===== src/rtl/wb_pkg.sv =====
// Shared definitions for the writeback stage: load size codes and the
// split-load tracking state machine encoding.
package wb_pkg;

    localparam logic [1:0] LD_BYTE = 2'b00;
    localparam logic [1:0] LD_HALF = 2'b01;
    localparam logic [1:0] LD_WORD = 2'b10;

    typedef enum logic {
        WB_IDLE = 1'b0,
        WB_PEND = 1'b1
    } wb_state_e;

endpackage


===== src/rtl/writeback_align_unit_load_align.sv =====
// Combinational load aligner: picks a DATA_W slice out of a two-word window
// at a byte offset, then masks it to the load size and sign/zero extends.
module load_align
    import wb_pkg::*;
#(
    parameter int DATA_W = 32
) (
    input  logic [DATA_W-1:0]              hi_word_i,
    input  logic [DATA_W-1:0]              lo_word_i,
    input  logic [$clog2(DATA_W/8)-1:0]    off_i,
    input  logic [1:0]                     size_i,
    input  logic                           sgn_i,
    output logic [DATA_W-1:0]              data_o
);

    localparam int OFF_W = $clog2(DATA_W/8);
    localparam int SH_W  = OFF_W + 4;

    logic [2*DATA_W-1:0] window;
    logic [SH_W-1:0]     shamt;
    logic [DATA_W-1:0]   slice;

    assign window = {hi_word_i, lo_word_i};
    assign shamt  = {1'b0, off_i, 3'b000};
    assign slice  = window[shamt +: DATA_W];

    // Reduce the shifted slice to the requested size; reserved size acts as a full word
    always_comb begin
        data_o = slice;
        case (size_i)
            LD_BYTE: data_o = {{(DATA_W-8){sgn_i & slice[7]}}, slice[7:0]};
            LD_HALF: data_o = {{(DATA_W-16){sgn_i & slice[15]}}, slice[15:0]};
            default: data_o = slice;
        endcase
    end

endmodule


===== src/rtl/writeback_align_unit.sv =====
// Writeback stage: aligns and extends load data, stitches two-beat misaligned
// loads together, and registers the register-file write ports.
// Optional build macro WB_RETIRE_CNT_EN adds a retired-beat counter output.
module writeback_align_unit
    import wb_pkg::*;
#(
    parameter int DATA_W = 32,
    parameter int NPORTS = 2,
    parameter int TGT_W  = 5
) (
    input  logic                          clk,
    input  logic                          rst,
    input  logic                          clk_en,
    input  logic                          halt,
    input  logic                          valid_in,
    input  logic [NPORTS-1:0]             wr_req,
    input  logic [NPORTS*TGT_W-1:0]       tgt_in,
    input  logic [NPORTS*DATA_W-1:0]      alu_in,
    input  logic                          is_load,
    input  logic [1:0]                    ld_size,
    input  logic                          ld_signed,
    input  logic                          ld_split,
    input  logic [$clog2(DATA_W/8)-1:0]   addr_lo,
    input  logic [DATA_W-1:0]             mem_data,
    output logic [NPORTS*DATA_W-1:0]      result_out,
    output logic [NPORTS-1:0]             wb_we,
    output logic [NPORTS*TGT_W-1:0]       wb_tgt,
    output logic [NPORTS*DATA_W-1:0]      wb_data,
    output logic                          split_pending
`ifdef WB_RETIRE_CNT_EN
    ,
    output logic [31:0]                   retire_cnt
`endif
);

    localparam int OFF_W = $clog2(DATA_W/8);

    logic                       advance;
    logic                       lowSplit;
    logic                       inPend;

    wb_state_e                  state_q, state_d;
    logic [DATA_W-1:0]          bufData_q, bufData_d;
    logic [OFF_W-1:0]           bufOff_q, bufOff_d;
    logic [1:0]                 bufSize_q, bufSize_d;
    logic                       bufSigned_q, bufSigned_d;

    logic [NPORTS-1:0]          wbWe_q, wbWe_d;
    logic [NPORTS*TGT_W-1:0]    wbTgt_q;
    logic [NPORTS*DATA_W-1:0]   wbData_q;

    logic [DATA_W-1:0]          alignHi, alignLo, loadData;
    logic [OFF_W-1:0]           alignOff;
    logic [1:0]                 alignSize;
    logic                       alignSigned;

    assign advance  = clk_en & ~halt;
    assign lowSplit = valid_in & is_load & ld_split;
    assign inPend   = (state_q == WB_PEND);

    // While a split is pending the buffered low beat forms the bottom of the window
    always_comb begin
        alignHi     = inPend ? mem_data     : '0;
        alignLo     = inPend ? bufData_q    : mem_data;
        alignOff    = inPend ? bufOff_q     : addr_lo;
        alignSize   = inPend ? bufSize_q    : ld_size;
        alignSigned = inPend ? bufSigned_q  : ld_signed;
    end

    load_align #(
        .DATA_W (DATA_W)
    ) u_load_align (
        .hi_word_i (alignHi),
        .lo_word_i (alignLo),
        .off_i     (alignOff),
        .size_i    (alignSize),
        .sgn_i     (alignSigned),
        .data_o    (loadData)
    );

    // Forwarding results: port 0 may come from memory, the rest always from the ALU
    always_comb begin
        result_out = alu_in;
        if (is_load) begin
            result_out[DATA_W-1:0] = loadData;
        end
    end

    // Split tracking: a low beat captures the buffer, any other valid beat closes the split
    always_comb begin
        state_d     = state_q;
        bufData_d   = bufData_q;
        bufOff_d    = bufOff_q;
        bufSize_d   = bufSize_q;
        bufSigned_d = bufSigned_q;
        if (valid_in) begin
            if (lowSplit) begin
                state_d     = WB_PEND;
                bufData_d   = mem_data;
                bufOff_d    = addr_lo;
                bufSize_d   = ld_size;
                bufSigned_d = ld_signed;
            end else if (state_q == WB_PEND) begin
                state_d = WB_IDLE;
            end
        end
    end

    // Write enables: skip r0, skip the low split beat on port 0, lowest port wins a target clash
    always_comb begin
        wbWe_d = '0;
        for (int i = 0; i < NPORTS; i++) begin
            wbWe_d[i] = valid_in & wr_req[i] & (tgt_in[i*TGT_W +: TGT_W] != '0);
            if (i == 0 && lowSplit) begin
                wbWe_d[i] = 1'b0;
            end
            for (int j = 0; j < i; j++) begin
                if (wbWe_d[j] && (tgt_in[j*TGT_W +: TGT_W] == tgt_in[i*TGT_W +: TGT_W])) begin
                    wbWe_d[i] = 1'b0;
                end
            end
        end
    end

    // Stage registers only move when the pipeline advances
    always_ff @(posedge clk or posedge rst) begin
        if (rst) begin
            state_q     <= WB_IDLE;
            bufData_q   <= '0;
            bufOff_q    <= '0;
            bufSize_q   <= '0;
            bufSigned_q <= 1'b0;
            wbWe_q      <= '0;
            wbTgt_q     <= '0;
            wbData_q    <= '0;
        end else if (advance) begin
            state_q     <= state_d;
            bufData_q   <= bufData_d;
            bufOff_q    <= bufOff_d;
            bufSize_q   <= bufSize_d;
            bufSigned_q <= bufSigned_d;
            wbWe_q      <= wbWe_d;
            wbTgt_q     <= tgt_in;
            wbData_q    <= result_out;
        end
    end

    assign wb_we         = wbWe_q;
    assign wb_tgt        = wbTgt_q;
    assign wb_data       = wbData_q;
    assign split_pending = inPend;

`ifdef WB_RETIRE_CNT_EN
    logic [31:0] retireCnt_q;

    // Count every advancing beat that completes an instruction
    always_ff @(posedge clk or posedge rst) begin
        if (rst) begin
            retireCnt_q <= '0;
        end else if (advance && valid_in && !lowSplit) begin
            retireCnt_q <= retireCnt_q + 32'd1;
        end
    end

    assign retire_cnt = retireCnt_q;
`endif

endmodule

===== config.mk =====
export PLATFORM = sky130hd
export DESIGN_NAME = writeback_align_unit
export DESIGN_NICKNAME = d
export VERILOG_FILES = /design/src/rtl/wb_pkg.sv /design/src/rtl/writeback_align_unit_load_align.sv /design/src/rtl/writeback_align_unit.sv
export SDC_FILE = /design/constraint.sdc
export NUM_CORES = 1
export LEC_CHECK = 0
export CAP_MARGIN = 40
export CORE_ASPECT_RATIO = 0.9
export CORE_MARGIN = 2
export CORE_UTILIZATION = 48
export DETAILED_ROUTE_END_ITERATION = 12
export MAX_ROUTING_LAYER = met4
export PLACE_DENSITY = 0.92
export SETUP_SLACK_MARGIN = 0.1
export SYNTH_ARGS = -nofsm -noshare
export SYNTH_HDL_FRONTEND = slang
export SYNTH_SLANG_ARGS = --single-unit

===== constraint.sdc =====
create_clock -name clk -period 9 [get_ports clk]
set_input_delay 0.9 -clock clk [delete_from_list [all_inputs] [get_ports clk]]
set_output_delay 0.9 -clock clk [all_outputs]
set_load 0.02 [all_outputs]

* Word-level counts from Yosys, hierarchy flattened *
Index checks and enable logic that the tools add are counted.

storage, ports and cells
  logic and storage cells = 37
  register bits after elaboration = 114

cells by class
  mux-type cells = 10
  equal/unequal tests = 2
  reduce and logical (&&, ||, !) cells = 6
  bitwise gates (word level) = 10
  shifts and indexed selects = 1

operator list
  operator                                                               number
  32-bit 2-to-1 mux                                                      3
  32-bit one-hot mux with 2 select lines                                 1
  64-bit by 6-bit variable part select with 32-bit output                1
  5-bit nonzero test                                                     2
  1-bit bitwise AND                                                      9
  5-bit equality test                                                    1
  1-bit 2-to-1 mux                                                       4
  2-bit 2-to-1 mux                                                       2
  3-bit AND reduction                                                    1
  2-bit by 1-bit equality test with 1-bit output, second input constant  1
  2-bit zero test                                                        1
  2-bit AND reduction                                                    1
  1-bit logical AND                                                      1
  1-bit inverter                                                         1

* Depth between registers and ports, before layout *
  depth after elaboration = 5
  gate-level depth with buffers = 8

* Cells and area by module *
A second synthesis with hierarchy kept.

unflattened totals
  cell total of the unflattened synthesis = 663
  area, all modules = 6,850.3 um^2

modules (own cells, without submodules)
  module                instances  area each (um^2)  seq. area each (um^2)  cells an instance
  writeback_align_unit  1          5,733.0           2,852.7                563
  load_align            1          1,117.3           0.0                    100

* Least setup slack after synthesis *
OpenSTA, ideal clock, no wires.

  path type = input port to output port
  start point = input port ld_size[0]
  end point = output port result_out[21]
  arrival = 2.335 ns
  stages on the path = 6
  setup slack = 5.765 ns
  path through = nor4b_2 -> o21ai_1 -> o221ai_4 -> a21oi_2 -> buf_2 -> a21oi_1

on the way
  cells in the longest elaborated chain, start to end = 4
  elaborated cells on any way between the ends = 5
  those cells by class = 1 x eq/ne; 3 x mux; 1 x reduce/logical

ends and longest elaborated chain
  item                                                                                      RTL line                               RTL
  start: declaration                                                                        writeback_align_unit.sv:20             input logic [1:0] ld_size,
  2-bit 2-to-1 mux *                                                                        writeback_align_unit.sv:66             alignSize = inPend ? bufSize_q : ld_size;
  2-bit by 1-bit equality test with 1-bit output / 2-bit zero test (equally long branches)  writeback_align_unit_load_align.sv:30  case (size_i)
  32-bit one-hot mux with 2 select lines *                                                  writeback_align_unit_load_align.sv:30
  32-bit 2-to-1 mux *                                                                       writeback_align_unit.sv:84             if (is_load) begin
  end: declaration                                                                          writeback_align_unit.sv:25             output logic [NPORTS*DATA_W-1:0] result_out,

Mark *: on every way between the ends. The rest lies on a longest branch, timed or not.

* Worst setup path after layout *
  start point = input port addr_lo[1]
  end point = output port result_out[21]

on the way
  cells in the longest elaborated chain, start to end = 5
  elaborated cells on any way between the ends = 6
  those cells by class = 1 x shift; 3 x mux; 2 x bitwise

ends and longest elaborated chain
  item                                                       RTL line                                                                      RTL
  start: declaration                                         writeback_align_unit.sv:23                                                    input logic [$clog2(DATA_W/8)-1:0] addr_lo,
  2-bit 2-to-1 mux *                                         writeback_align_unit.sv:65                                                    alignOff = inPend ? bufOff_q : addr_lo;
  64-bit by 6-bit variable part select with 32-bit output *  writeback_align_unit_load_align.sv:25                                         assign slice = window[shamt +: DATA_W];
  1-bit bitwise AND, on equally long branches                writeback_align_unit_load_align.sv:32, writeback_align_unit_load_align.sv:31
  32-bit one-hot mux with 2 select lines *                   writeback_align_unit_load_align.sv:30
  32-bit 2-to-1 mux *                                        writeback_align_unit.sv:84

Marks and branches as above.

==> impl_metrics.env <==
export IMPL_path_max_fanout=37
export IMPL_numCtsBuffers=17
export IMPL_worst_ep_required_time_ns=8.10
export IMPL_grt_pass1_vias=6704
export IMPL_final_cells=1196
export IMPL_postCtsSetupBuffers=0
export IMPL_rsz0062_at_grt="no"
export IMPL_cp_num_buf_inv=4
export IMPL_holdBufCountCts=0
export IMPL_postPlaceCellArea_sq_um=9380
export IMPL_drive_gt1_share_pct=12.5
export IMPL_slowest_stage="clkdlybuf4s50_1"
export IMPL_clk_pin_slew_ns=0.05
export IMPL_ctsResizeCount=0
export IMPL_synthToLayoutAreaGrowth_pct=45.2
export IMPL_gp_congestion=0.960
export IMPL_nNetsFinal=1110
export IMPL_relSlewSlack_pct=42.3
export IMPL_syn_avg_cell_area_sq_um=8.79
export IMPL_syn_area_sq_um=6860
export IMPL_n_antenna_cell=0
export IMPL_setup_tns_ns=0
export IMPL_status="complete, no violations"
export IMPL_worst_path_dominant_cell_family="buffers and inverters"
export IMPL_num_rows=41
export IMPL_cp_start_kind="primary input"
export IMPL_htreeDepth=4
export IMPL_utilization_pct=71.1
export IMPL_worst_slew_pin_slew_ns=0.858
export IMPL_drc_errors=0
export IMPL_grt_ovfl_total=0
export IMPL_finalMaxSlewViolations=0
export IMPL_synth_edff_count=0
export IMPL_setup_viol=0
export IMPL_io_pins=261
export IMPL_syn_nets=901
export IMPL_fmax_ghz=0.202
export IMPL_skew_ns=0.00592
export IMPL_cp_cell_sequence="clkdlybuf4s50_1, mux2i_4, buf_4, o21ai_1, o221ai_4, a21oi_2, buf_8, a21oi_1, clkdlybuf4s50_1"
export IMPL_fin_crit_ns=4.95
export IMPL_cts_tree="built"
export IMPL_critPathKind="in -> out"
export IMPL_grt_start_max_net_pins=69
export IMPL_ys_seq_area_share_pct=41.6
export IMPL_fp_dieH_um=117
export IMPL_die_w_um=130
export IMPL_grt_antenna_before_repair=0
export IMPL_cp_slowest_stage_delay_ns=0.64
export IMPL_rr_startpoint="split_pending"
export IMPL_multi_input_area_sq_um=3540
export IMPL_grt_pass1_wl_mm=36.6
export IMPL_max_cap_violations=0
export IMPL_regArea_sq_um=2850
export IMPL_vias=6865
export IMPL_hpwl_mm=16.9
export IMPL_ctsRootBufferMaster="clkbuf_16"
export IMPL_cpMostUsedCell="clkdlybuf4s50_1"
export IMPL_p_leak_nw=4.23
export IMPL_yosysWarnings=0
export IMPL_core_area_sq_um=14000
export IMPL_start_util_pct=49.0
export IMPL_critPathCaptureType="output pin"
export IMPL_die_area_sq_um=15300
export IMPL_ant_nets=0
export IMPL_arrival_ns=4.05
export IMPL_power_density_nw_per_um2=205
export IMPL_design_area_sq_um=9960
export IMPL_clock_sinks=114
export IMPL_synth_cells=781
export IMPL_grt_usage_pct=32.1
export IMPL_ys_ff_latch=114
export IMPL_yosysUniqueCellTypes=53
export IMPL_fillers=1043
export IMPL_hp_start="wb_data[38]"
export IMPL_hold_violations=0
export IMPL_drt_total_wl_mm=23.8
export IMPL_setup_worst_path_start="addr_lo[1]"
export IMPL_wl_per_cell_um=19.9
export IMPL_async_flop_share_pct=100
export IMPL_finalCritPeriodShare_pct=55.0
export IMPL_peakVddDrop_mv=0.140
export IMPL_clock_path_buffers=2
export IMPL_hp_class="reg -> reg"
export IMPL_dr_pass1_iters=4
export IMPL_placed_cells_incl_taps=1164
export IMPL_synth_ff_type="dfrtp_1"
export IMPL_clkLatencyLatePin_ns=0.43
export IMPL_drt_first_iter_violations=557
export IMPL_via_per_inst=5.74
export IMPL_io_buffers=260
[kinds of logic (layout without fill, tap and decap cells)]
logic type      count (synthesis)  after routing  share of synthesized area [%]
mux                           101            101                           16.2
flops                         114            114                           41.6
compound gates                142            142                           14.0
xor+xnor                        5              5                          0.638
buf+inv                        84            306                           7.02
simple gates                  335            335                           20.6
[worst register-to-register path, stage by stage (launching register included)]
cell and delay, ns:
dfrtp_1 0.32, buf_4 0.46, mux2i_4 0.31, buf_4 0.40, o21ai_1 0.22, o221ai_4 0.56, o32a_1 0.32, mux2_2 0.17
[cell type report]
cell class | instances | share of cell area [%]
Clock buffer | 22 | 4.56
Clock inverter | 10 | 1.34
Inverter | 2 | 0.100
Multi-Input combinational cell | 583 | 35.5
Sequential cell | 114 | 28.6
Tap cell | 193 | 2.42
Timing Repair Buffer | 272 | 27.4
[routing by layer]
metal | global-route usage (%) | share of wire, % | vias up
met5 | - | 0 | -
met4 | 14.7 | 3.9 | 0
met3 | 7.30 | 8.0 | 66
met2 | 50.3 | 48 | 376
met1 | 39.5 | 40 | 3322
li1 | - | - | 3101
[flip-flops by register name, summed over array words and instances, names as in the netlist]
signal and flops:
wb_we 2, bufSigned_q 1, bufData_q 32, bufOff_q 2, bufSize_q 2, wb_tgt 10, split_pending 1, wb_data 64
[path summary, 6_finish.rpt]
kind	endpoint	slack, ns	cells after the start
setup / recovery	result_out[21]	4.05	9
min in group asynchronous	wb_data[60]	0.89	2
max in group asynchronous	bufData_q[19]	7.05	4
hold reg to reg	wb_data[38]	0.47	2
setup reg to reg	wb_data[11]	6.19	7
hold / removal	wb_data[38]	0.47	2
[through the flow]
stage               worst slack (ns)  hold slack (ns)  total power, mW
global route                    3.88            0.490             2.13
finish                          4.05            0.472             2.04
detailed placement              4.14            0.462             1.36
floorplan                       5.08            0.479             1.05
CTS                             4.11            0.475             2.04
global placement                4.14            0.456             1.33
[power breakdown]
group	internal, mW	switching [mW]
sequential	0.603	0.0635
clock	0.440	0.241
combinational	0.325	0.369
[cells in the final DEF (no fill, tap or decap), drive strengths merged, types with 5 or more instances in the layout]
cell and count:
clkinv 5, nand3 6, o32a 7, buf 13
a221oi 7, mux2 66, clkdlybuf4s50 259, mux2i 35
o31a 9, o221a 7, nand2 208, a211oi 14
clkbuf 22, o21ai 14, nor2 77, a31oi 9
a21oi 63, a22oi 6, nor2b 9, or3 10
nor4 8, dfrtp 114
[cell usage after synthesis (2+ instances only)]
cell type | n | area share (%)
nand2_1 | 208 | 11
dfrtp_1 | 114 | 42
nor2_1 | 77 | 4.2
mux2_2 | 64 | 10
a21oi_1 | 62 | 4.5
buf_4 | 37 | 4.0
mux2i_1 | 34 | 5.0
clkbuf_1 | 29 | 1.6
a211oi_1 | 14 | 1.5
o21ai_0 | 11 | 0.80
buf_2 | 10 | 0.73
or3_1 | 10 | 0.91
nor2b_1 | 9 | 0.82
o31a_1 | 9 | 1.1
a31oi_1 | 8 | 0.73
nor4_1 | 8 | 0.73
a221oi_1 | 7 | 0.89
o32a_1 | 7 | 1.0
a22oi_1 | 6 | 0.66
o221a_2 | 6 | 0.98
nand3_1 | 5 | 0.36
buf_1 | 4 | 0.22
nand2b_1 | 3 | 0.27
xnor2_1 | 3 | 0.38
buf_6 | 2 | 0.33
inv_1 | 2 | 0.11
nor3b_1 | 2 | 0.22
o2111ai_1 | 2 | 0.26
o21ai_1 | 2 | 0.15
or4_1 | 2 | 0.22
xor2_1 | 2 | 0.26
No activity file was read; power rests on OpenSTA's default activity.
